===== src/rtl/fifo_sched_pkg.sv =====
// Shared defaults, helper function and operation encoding for the FIFO access scheduler.
package fifo_sched_pkg;

  localparam int unsigned DEF_NREQ       = 4;
  localparam int unsigned DEF_DATA_WIDTH = 8;
  localparam int unsigned DEF_DEPTH      = 8;

  typedef enum logic {
    OP_READ  = 1'b0,
    OP_WRITE = 1'b1
  } op_t;

  function automatic int unsigned clog2(input int unsigned v);
    int unsigned r;
    r = 0;
    while ((32'd1 << r) < v) r = r + 1;
    return r;
  endfunction

endpackage


===== src/rtl/rr_arbiter.sv =====
// Combinational rotating-priority arbiter: search starts at ptr and wraps modulo NREQ.
module rr_arbiter
  import fifo_sched_pkg::*;
#(
  parameter int unsigned NREQ  = DEF_NREQ,
  parameter int unsigned IDX_W = (NREQ > 1) ? clog2(NREQ) : 1
) (
  input  logic [NREQ-1:0]  req,
  input  logic [IDX_W-1:0] ptr,
  input  logic             en,
  output logic [NREQ-1:0]  gnt,
  output logic [IDX_W-1:0] idx
);

  always_comb begin
    logic        found;
    int unsigned cand;
    gnt   = '0;
    idx   = '0;
    found = 1'b0;
    cand  = 0;
    for (int unsigned i = 0; i < NREQ; i++) begin
      cand = (int'(ptr) + i) % NREQ;
      if (en && !found && req[cand]) begin
        found     = 1'b1;
        gnt[cand] = 1'b1;
        idx       = IDX_W'(cand);
      end
    end
  end

endmodule


===== src/rtl/fifo_access_sched.sv =====
// Shares one FIFO push port among NREQ writers (round robin) and one reader,
// never pushing and popping together, with occupancy tracked locally.
module fifo_access_sched
  import fifo_sched_pkg::*;
#(
  parameter int unsigned NREQ       = DEF_NREQ,
  parameter int unsigned DATA_WIDTH = DEF_DATA_WIDTH,
  parameter int unsigned DEPTH      = DEF_DEPTH,
  parameter int unsigned CNT_W      = clog2(DEPTH + 1)
) (
  input  logic                       clk,
  input  logic                       rst,
  input  logic [NREQ-1:0]            wr_req,
  input  logic [NREQ*DATA_WIDTH-1:0] wr_data,
  output logic [NREQ-1:0]            wr_gnt,
  input  logic                       rd_req,
  output logic                       rd_gnt,
  output logic                       rd_valid,
  output logic [DATA_WIDTH-1:0]      rd_data,
  output logic                       fifo_push,
  output logic [DATA_WIDTH-1:0]      fifo_din,
  output logic                       fifo_pop,
  input  logic [DATA_WIDTH-1:0]      fifo_dout,
  output logic [CNT_W-1:0]           level
);

  localparam int unsigned IDX_W = (NREQ > 1) ? clog2(NREQ) : 1;

  op_t                   last_op, last_op_nxt;
  logic [IDX_W-1:0]      rr_ptr, rr_ptr_nxt;
  logic [IDX_W-1:0]      win_idx;
  logic [NREQ-1:0]       arb_gnt;
  logic [DATA_WIDTH-1:0] win_data;
  logic                  wr_elig, rd_elig, do_wr, do_rd;

  rr_arbiter #(
    .NREQ  (NREQ),
    .IDX_W (IDX_W)
  ) u_arb (
    .req (wr_req),
    .ptr (rr_ptr),
    .en  (do_wr),
    .gnt (arb_gnt),
    .idx (win_idx)
  );

  // On a conflict the op opposite to the last accepted one wins; rst masks both grants.
  always_comb begin
    wr_elig = (|wr_req) && (level < CNT_W'(DEPTH));
    rd_elig = rd_req && (level != '0);
    do_wr   = !rst && wr_elig && (!rd_elig || last_op == OP_READ);
    do_rd   = !rst && rd_elig && !do_wr;
    wr_gnt  = arb_gnt;
    rd_gnt  = do_rd;
  end

  always_comb begin
    win_data = '0;
    for (int unsigned i = 0; i < NREQ; i++) begin
      if (arb_gnt[i]) win_data = wr_data[i*DATA_WIDTH +: DATA_WIDTH];
    end
  end

  always_comb begin
    last_op_nxt = last_op;
    rr_ptr_nxt  = rr_ptr;
    if (do_wr) begin
      last_op_nxt = OP_WRITE;
      rr_ptr_nxt  = (win_idx == IDX_W'(NREQ - 1)) ? '0 : win_idx + 1'b1;
    end else if (do_rd) begin
      last_op_nxt = OP_READ;
    end
  end

  always_ff @(posedge clk or posedge rst) begin
    if (rst) begin
      last_op   <= OP_READ;
      rr_ptr    <= '0;
      level     <= '0;
      fifo_push <= 1'b0;
      fifo_pop  <= 1'b0;
      fifo_din  <= '0;
      rd_valid  <= 1'b0;
    end else begin
      last_op   <= last_op_nxt;
      rr_ptr    <= rr_ptr_nxt;
      fifo_push <= do_wr;
      fifo_pop  <= do_rd;
      rd_valid  <= fifo_pop;
      if (do_wr) begin
        fifo_din <= win_data;
        level    <= level + CNT_W'(1);
      end else if (do_rd) begin
        level    <= level - CNT_W'(1);
      end
    end
  end

  assign rd_data = fifo_dout;

endmodule


===== config.mk =====
export PLATFORM = sky130hd
export DESIGN_NAME = fifo_access_sched
export DESIGN_NICKNAME = d
export VERILOG_FILES = /design/src/rtl/fifo_sched_pkg.sv /design/src/rtl/rr_arbiter.sv /design/src/rtl/fifo_access_sched.sv
export SDC_FILE = /design/constraint.sdc
export NUM_CORES = 1
export LEC_CHECK = 0
export BUFFER_PORTS_ARGS = -buffer_cell sky130_fd_sc_hd__buf_2
export CORE_MARGIN = 4
export CORE_UTILIZATION = 47
export CTS_CLUSTER_DIAMETER = 30
export CTS_CLUSTER_SIZE = 20
export DETAILED_ROUTE_END_ITERATION = 6
export MAX_ROUTING_LAYER = met4
export PLACE_DENSITY_LB_ADDON = 0.08
export SLEW_MARGIN = 5
export SYNTH_ARGS = -nofsm -noshare
export SYNTH_HDL_FRONTEND = slang
export SYNTH_HIERARCHICAL = 1
export SYNTH_SLANG_ARGS = --single-unit

===== constraint.sdc =====
create_clock -name clk -period 4.1 [get_ports clk]
set_input_delay 0.82 -clock clk [delete_from_list [all_inputs] [get_ports clk]]
set_output_delay 0.82 -clock clk [all_outputs]
set_load 0.02 [all_outputs]

Word level (Yosys, flattened, before mapping)

Index checks and enable logic that the tools add are counted.

Add/sub/neg operators: 6
Order comparisons: 9
Equality and inequality tests: 1
Multiplexer cells: 36
Bitwise gates (word level): 4
Reduce and logical (&&, ||, !) cells: 27

Operators by type and width:

| cell                                                | count |
|---|---|
| two-way mux 8 bit                                   | 4 |
| two-way mux 4 bit                                   | 6 |
| logical AND 1 bit                                   | 17 |
| two-way mux 1 bit                                   | 13 |
| < comparator 2 x 3 -> 1 bit, second input constant  | 4 |
| bitwise OR 4 bit                                    | 3 |
| two-way mux 2 bit                                   | 5 |
| binary-select mux 1 bit (select 2 bit)              | 4 |
| demux 1 bit (select 2 bit)                          | 4 |
| >= comparator 2 x 1 -> 1 bit, second input constant | 4 |
| logical NOT 1 bit                                   | 6 |
| adder 2 x 1 -> 2 bit, second input constant         | 2 |
| adder 2 bit, second input constant                  | 2 |
| adder 4 x 1 -> 4 bit, second input constant         | 1 |
| < comparator 4 bit, second input constant           | 1 |
| nonzero test 4 bit                                  | 1 |
| OR reduction 4 bit                                  | 1 |
| subtractor 4 x 1 -> 4 bit, second input constant    | 1 |
| equality test 2 bit, second input constant          | 1 |
| nonzero test 2 bit                                  | 1 |
| logical OR 1 bit                                    | 1 |
| NOT 1 bit                                           | 1 |

Register bits after elaboration: 18
Input bits: 47
Output and inout bits: 28
Logic and storage cells: 90

Longest topological paths before layout

Depth in word-level cells: 23
Mapped depth: 15
Mapped depth without buffers: 11

Cells and area by module

Netlist, hierarchy kept.

Modules (own cells, without submodules):

| module            | instances | cells each | area an instance (sq um) | sequential area each (sq um) |
|---|---|---|---|---|
| fifo_access_sched | 1         | 129        | 1112.3                   | 450.4 |
| rr_arbiter        | 1         | 63         | 531.8                    | 0.0 |

Worst setup path before layout

Ideal clock, no wire load.

Kind: input -> register
Start point: in wr_req[1]
End point: reg fifo_din[5]
Library setup time: 0.126 ns
Arrival: 3.405 ns
Required time: 3.974 ns
Path slack: 0.568 ns
Stages on the path: 14
Path buffers: 3
Path through: or4_4 o211ai_2 buf_4 inv_1 o211ai_1 o22ai_1 and3b_2 a221o_1 clkbuf_1 clkbuf_1 a21oi_1 o21ai_0 a22oi_1 o21ai_0

Elaborated cells on any way between the ends: 36
Those cells by class: mux (19); bitwise (3); reduce/logical (14)

RTL lines:

| element                          | line                    | RTL |
|---|---|---|
| start: declaration               | fifo_access_sched.sv:13 | `input logic [NREQ-1:0] wr_req,` |
| OR reduction 4 bit *             | fifo_access_sched.sv:49 | `wr_elig = (\|wr_req) && (level < CNT_W'(DEPTH));` |
| logical AND 1 bit *              | fifo_access_sched.sv:49 |  |
| logical AND 1 bit * (2 in a row) | fifo_access_sched.sv:51 | `do_wr = !rst && wr_elig && (!rd_elig \|\| last_op == OP_READ);` |
| named net do_wr                  | fifo_access_sched.sv:34 | `logic wr_elig, rd_elig, do_wr, do_rd;` |
| logical AND 1 bit                | rr_arbiter.sv:24        | `if (en && !found && req[cand]) begin` |
| two-way mux 1 bit                | rr_arbiter.sv:24        |  |
| logical NOT 1 bit                | rr_arbiter.sv:24        |  |
| logical AND 1 bit (2 in a row)   | rr_arbiter.sv:24        |  |
| two-way mux 1 bit                | rr_arbiter.sv:24        |  |
| logical NOT 1 bit                | rr_arbiter.sv:24        |  |
| logical AND 1 bit (2 in a row)   | rr_arbiter.sv:24        |  |
| two-way mux 1 bit                | rr_arbiter.sv:24        |  |
| logical NOT 1 bit                | rr_arbiter.sv:24        |  |
| logical AND 1 bit (2 in a row)   | rr_arbiter.sv:24        |  |
| two-way mux 4 bit *              | rr_arbiter.sv:24        |  |
| named net wr_gnt[2]              | fifo_access_sched.sv:15 | `output logic [NREQ-1:0] wr_gnt,` |
| two-way mux 8 bit * (2 in a row) | fifo_access_sched.sv:60 | `if (arb_gnt[i]) win_data = wr_data[i*DATA_WIDTH +: DATA_WIDTH];` |
| end signal: assignment           | fifo_access_sched.sv:91 | `fifo_din <= win_data;` |
| end: declaration                 | fifo_access_sched.sv:21 | `output logic [DATA_WIDTH-1:0] fifo_din,` |

The timed path passes the listed nets; every way through them passes the cells marked *. The select of a mux whose other input is x is not followed.
A chain may end at the register's enable or synchronous reset.

Final worst setup path

Start point: reg rr_ptr[1]
End point: out wr_gnt[0]

Word-level cells in the longest chain between the ends: 16
Elaborated cells on any way between the ends: 51
Those cells by class: add/sub (3); order compare (8); mux (23); bitwise (3); reduce/logical (14)

RTL lines:

| element                                                                              | line                    | RTL |
|---|---|---|
| start: declaration                                                                   | fifo_access_sched.sv:30 | `logic [IDX_W-1:0] rr_ptr, rr_ptr_nxt;` |
| start signal: assignment                                                             | fifo_access_sched.sv:86 | `rr_ptr <= rr_ptr_nxt;` |
| parallel branches: the longest is 15 deep, another holds < comparator 2 x 3 -> 1 bit | -                       |  |
| two-way mux 4 bit *                                                                  | rr_arbiter.sv:24        |  |
| end: declaration                                                                     | fifo_access_sched.sv:15 |  |

Mark *: on every way between the ends. The select of a mux whose other input is x is not followed.

==> results <==
- The half-perimeter wire length of the detailed placement result is between 3000 and 4000 microns.
- The count of buffers from port buffering is 58.
- The average routed wire per standard cell is 13.77 microns.
- The number of flops mapped to enable cells by yosys is 0.
- The clock insertion delay at the later pin of the skew report is 0.28 ns.
- In this run the horizontal extent of the chip is 67.15 microns.
- The number of register bits inferred by synthesis is 18.
- After global routing, the most crowded layer is met1.
- The flow ran to the end, and the final reports show no timing, DRC or antenna violations.
- The fraction of the cycle the final worst path needs is 0.9343.
- The TritonCTS clock tree is yes.
- The routed layout has around 1.6k vias.
- The number of max-slew violations in the final report is 0.
- Once the clock tree was built, the resizer swapped 0 gates to a different size.
- Setup violations remaining at the end of the flow were counted as 0.
- The dominant synthesized flop cell is sky130_fd_sc_hd__dfrtp_1.
- The global routing usage summed across all routing layers is 0.1886.
- The root buffer cell chosen for the clock tree is sky130_fd_sc_hd__clkbuf_4.
- The fraction of synthesized cell area taken by the top area cell type is 0.2740.
- In this run the critical register-to-register path is captured at fifo_din[1].
- Sorting the synthesized cells by area gives the leading types as sky130_fd_sc_hd__dfrtp_1 27%, sky130_fd_sc_hd__ha_1 8.4%, sky130_fd_sc_hd__o21ai_0 6.7%.
- In the post-synthesis netlist, the cell with the most instances is sky130_fd_sc_hd__nand2_1.
- The initial antenna violation count is 0.
- For this run, the register share of the synthesized area comes to 0.2740.
- The number of levels the H-tree was split into is 1.
- The wire length after detailed routing is 3965 microns.
- The y dimension of the die is 67.15 microns.
- The met3 usage is 0.01165.
- The row count is 21.
- The number of design-rule violations left by the first detailed-router iteration is 69.
- The worst register-to-register path has a setup slack of around 0.91 ns.
- For this run, design rule violations remaining after detail routing come to 0.
- The pin count of the biggest net entering global routing is 26.
- The max-cap violation count is 0.
- For the final routed database, the setup TNS stands at 0 ns.
- At the pin with the least slew margin, the transition time is 0.4507 ns.
- The total standard cell area after synthesis is 0.001644 sq mm.
- The worst pin sits at a relative slew slack of 0.6995.
- After global routing the overflow that remains totals 0.
- For met1 alone, demand over resource in global routing was 0.2823.
- The type of element capturing the critical path is a primary output.
- For the finished layout, the period the worst path requires is 3.831 ns.
- STA puts the critical path data required time at 3.28 ns.
- The highest attainable clock frequency is between 0.2 and 0.3 GHz.
- The worst hold path passes through 0 cells.
- For this design the static power due to leakage is 0.9544 nW.
- The critical setup path kind is flip-flop to primary output.
- The fraction of registers with async set or reset after synthesis is 1.000.
- The end-of-flow core utilization is 0.5815.
- Synthesis produced 192 cells.
- The initial core utilization is 0.4888.
- The count of inserted antenna diode cells is 0.
- In the final layout, the share of cells above drive strength 1 is 0.3512.
- VDD sags by at most 302.0 uV.
- The final worst slack is approximately 0.27 ns.
- Buffers added to address setup during post-CTS repair amount to 0.
- Compared with the post-synthesis result, the final layout area differs by 18.95%.
- The average instance area after synthesis is 8.563 sq um.
- The die covers 0.004508 sq mm.
- For the worst flop-to-flop path, the logic depth is 12.
- The clock-pin transition on the worst setup and hold timing paths is roughly 0.1 ns.
- The region available for standard cell placement spans 0.003363 sq mm.
- The netlist uses 44 different library cells.
- The clock passes through at most 2 buffers.
- Setup repair after global routing left no endpoint under its margin.
- The launch point of the worst hold path is fifo_pop.
- The commonest cells after synthesis are 24 x sky130_fd_sc_hd__nand2_1, 22 x sky130_fd_sc_hd__o21ai_0, 18 x sky130_fd_sc_hd__dfrtp_1, 17 x sky130_fd_sc_hd__a21oi_1, 13 x sky130_fd_sc_hd__inv_1.
- The worst register-to-register path begins at rr_ptr[1].
- The number of nets with antenna violations after routing is 0.
- Summed over all instances, the cell type with the most area after synthesis is sky130_fd_sc_hd__dfrtp_1.
- Using the TritonRoute via totals, the vias-per-cell ratio works out to between 5 and 6.
- The data arrival time of the critical path is ~3 ns.
- The clock tree skew after final layout is 0.002669 ns.
- The met2 usage in global routing is 0.2589.
- The number of warning messages in the yosys log is 6.
- The worst hold path terminates at rd_valid.
- The type of origin of the critical path is a flip-flop.
- For this design the top-level I/O count stands at 75.
- The tree built by TritonCTS fans out to 18 sinks.
- Of all nets on the critical path, the largest fanout is 13.
- The number of endpoints with negative hold slack in the final report is 0.
- The first detailed-routing pass ran for 5 iterations.
- The path type of the worst min-delay path is flip-flop to flip-flop.
- Dividing total power by cell area gives a power density of 659.3 mW/mm^2.
- The post-synthesis net count is ~250.
- Counting the buffers created by CTS gives 3.
- The first global-routing pass estimated 6486 microns of wire.
- Before CTS, the worst setup slack after placement is 0.3653 ns.
- After clock tree synthesis, the flow added hold-fix buffers numbering 0.
- At the end of routability-driven placement, the weighted congestion stood at 0.9657.
- The number of global-route vias before repair is 1426.
- For this run, the post-layout net count is just over 300.
==> final cells by class <==
cell class	count	area [sq um]
Tap cell	46	57.56
Clock buffer	4	36.28
Inverter	14	52.55
Multi-Input combinational cell	141	1016
Sequential cell	18	450.4
Fill cell	331	1408
Timing Repair Buffer	65	342.8
==> per-stage QoR <==
| stage | instance area, sq um | power [W] | std cells | hold WS, ns |
|---|---|---|---|---|
| floorplan | 1644 | 0.0009713 | 192 | 0.4565 |
| global route | 1956 | 0.001416 | 288 | 0.4086 |
| detailed placement | 1919 | 0.001179 | 284 | 0.3603 |
| CTS | 1956 | 0.001294 | 288 | 0.3831 |
| global placement | 1919 | 0.001162 | 284 | 0.3587 |
| finish | 1956 | 0.001289 | 288 | 0.3774 |
==> critical path, cell delays in order, from the launching register on <==
cell                       delay, ns
sky130_fd_sc_hd__dfrtp_1        0.63
sky130_fd_sc_hd__inv_1          0.20
sky130_fd_sc_hd__ha_1           0.47
sky130_fd_sc_hd__nor2b_1        0.25
sky130_fd_sc_hd__o211ai_1       0.13
sky130_fd_sc_hd__o22ai_1        0.22
sky130_fd_sc_hd__and3b_2        0.27
sky130_fd_sc_hd__a221o_1        0.32
sky130_fd_sc_hd__buf_2          0.22
==> layout by cell type (no fill, tap or decap), drive strengths merged, types with 2 or more instances in the layout <==
master	Yosys	final
mux4	2	2
o21ai	22	22
inv	13	13
o41ai	3	3
nor2b	3	3
o211ai	5	5
buf	14	65
or4	2	2
a221o	4	4
dfrtp	18	18
ha	11	11
xor2	2	2
nand2	25	25
nor2	6	6
a21oi	17	17
mux2	6	6
nand3	5	5
clkbuf	5	4
mux2i	3	3
a22oi	8	8
a21boi	5	5
==> worst max-delay path by stage <==
| stage | cells past startpoint | from | endpoint |
|---|---|---|---|
| 6_report | 8 | rr_ptr[1] | wr_gnt[0] |
| 5_1_grt | 8 | rr_ptr[1] | wr_gnt[0] |
| 4_1_cts | 8 | rr_ptr[1] | wr_gnt[0] |
| 3_5_place_dp | 9 | wr_req[1] | wr_gnt[0] |
| 3_3_place_gp | 9 | wr_req[1] | wr_gnt[0] |
| 2_1_floorplan | 14 | wr_req[1] | fifo_din[5] |
==> layer usage <==
layer  part of all wire  routed length, microns
met1               0.47                    1845
met4              0.025                      99
met5                  0                       0
met2               0.45                    1778
met3              0.061                     241
==> state kept, by name (all words and copies together) (netlist names) <==
name / flops
fifo_din: 8
rr_ptr: 2
fifo_push: 1
fifo_pop: 1
last_op: 1
level: 4
rd_valid: 1
==> report_power, final <==
part           internal [W]  switching [W]  leakage, nW
Sequential         0.000258      0.0000775        0.233
Clock             0.0000540      0.0000507       0.0210
Combinational      0.000350       0.000499        0.700
Total              0.000662       0.000627        0.954
==> kinds of logic (layout without fill, tap and decap cells) <==
group,count (synthesis),count (layout),synth area share
AOI/OAI and AO/OA,70,70,0.2786
DFF,18,18,0.2740
buffers and inverters,33,83,0.1081
muxes,11,11,0.09360
and+or+nand+nor,46,46,0.1393
xor gates and xnor gates,2,2,0.01066
adders and majority gates,12,12,0.09589
Note: power is estimated with default switching activity, not from simulation.
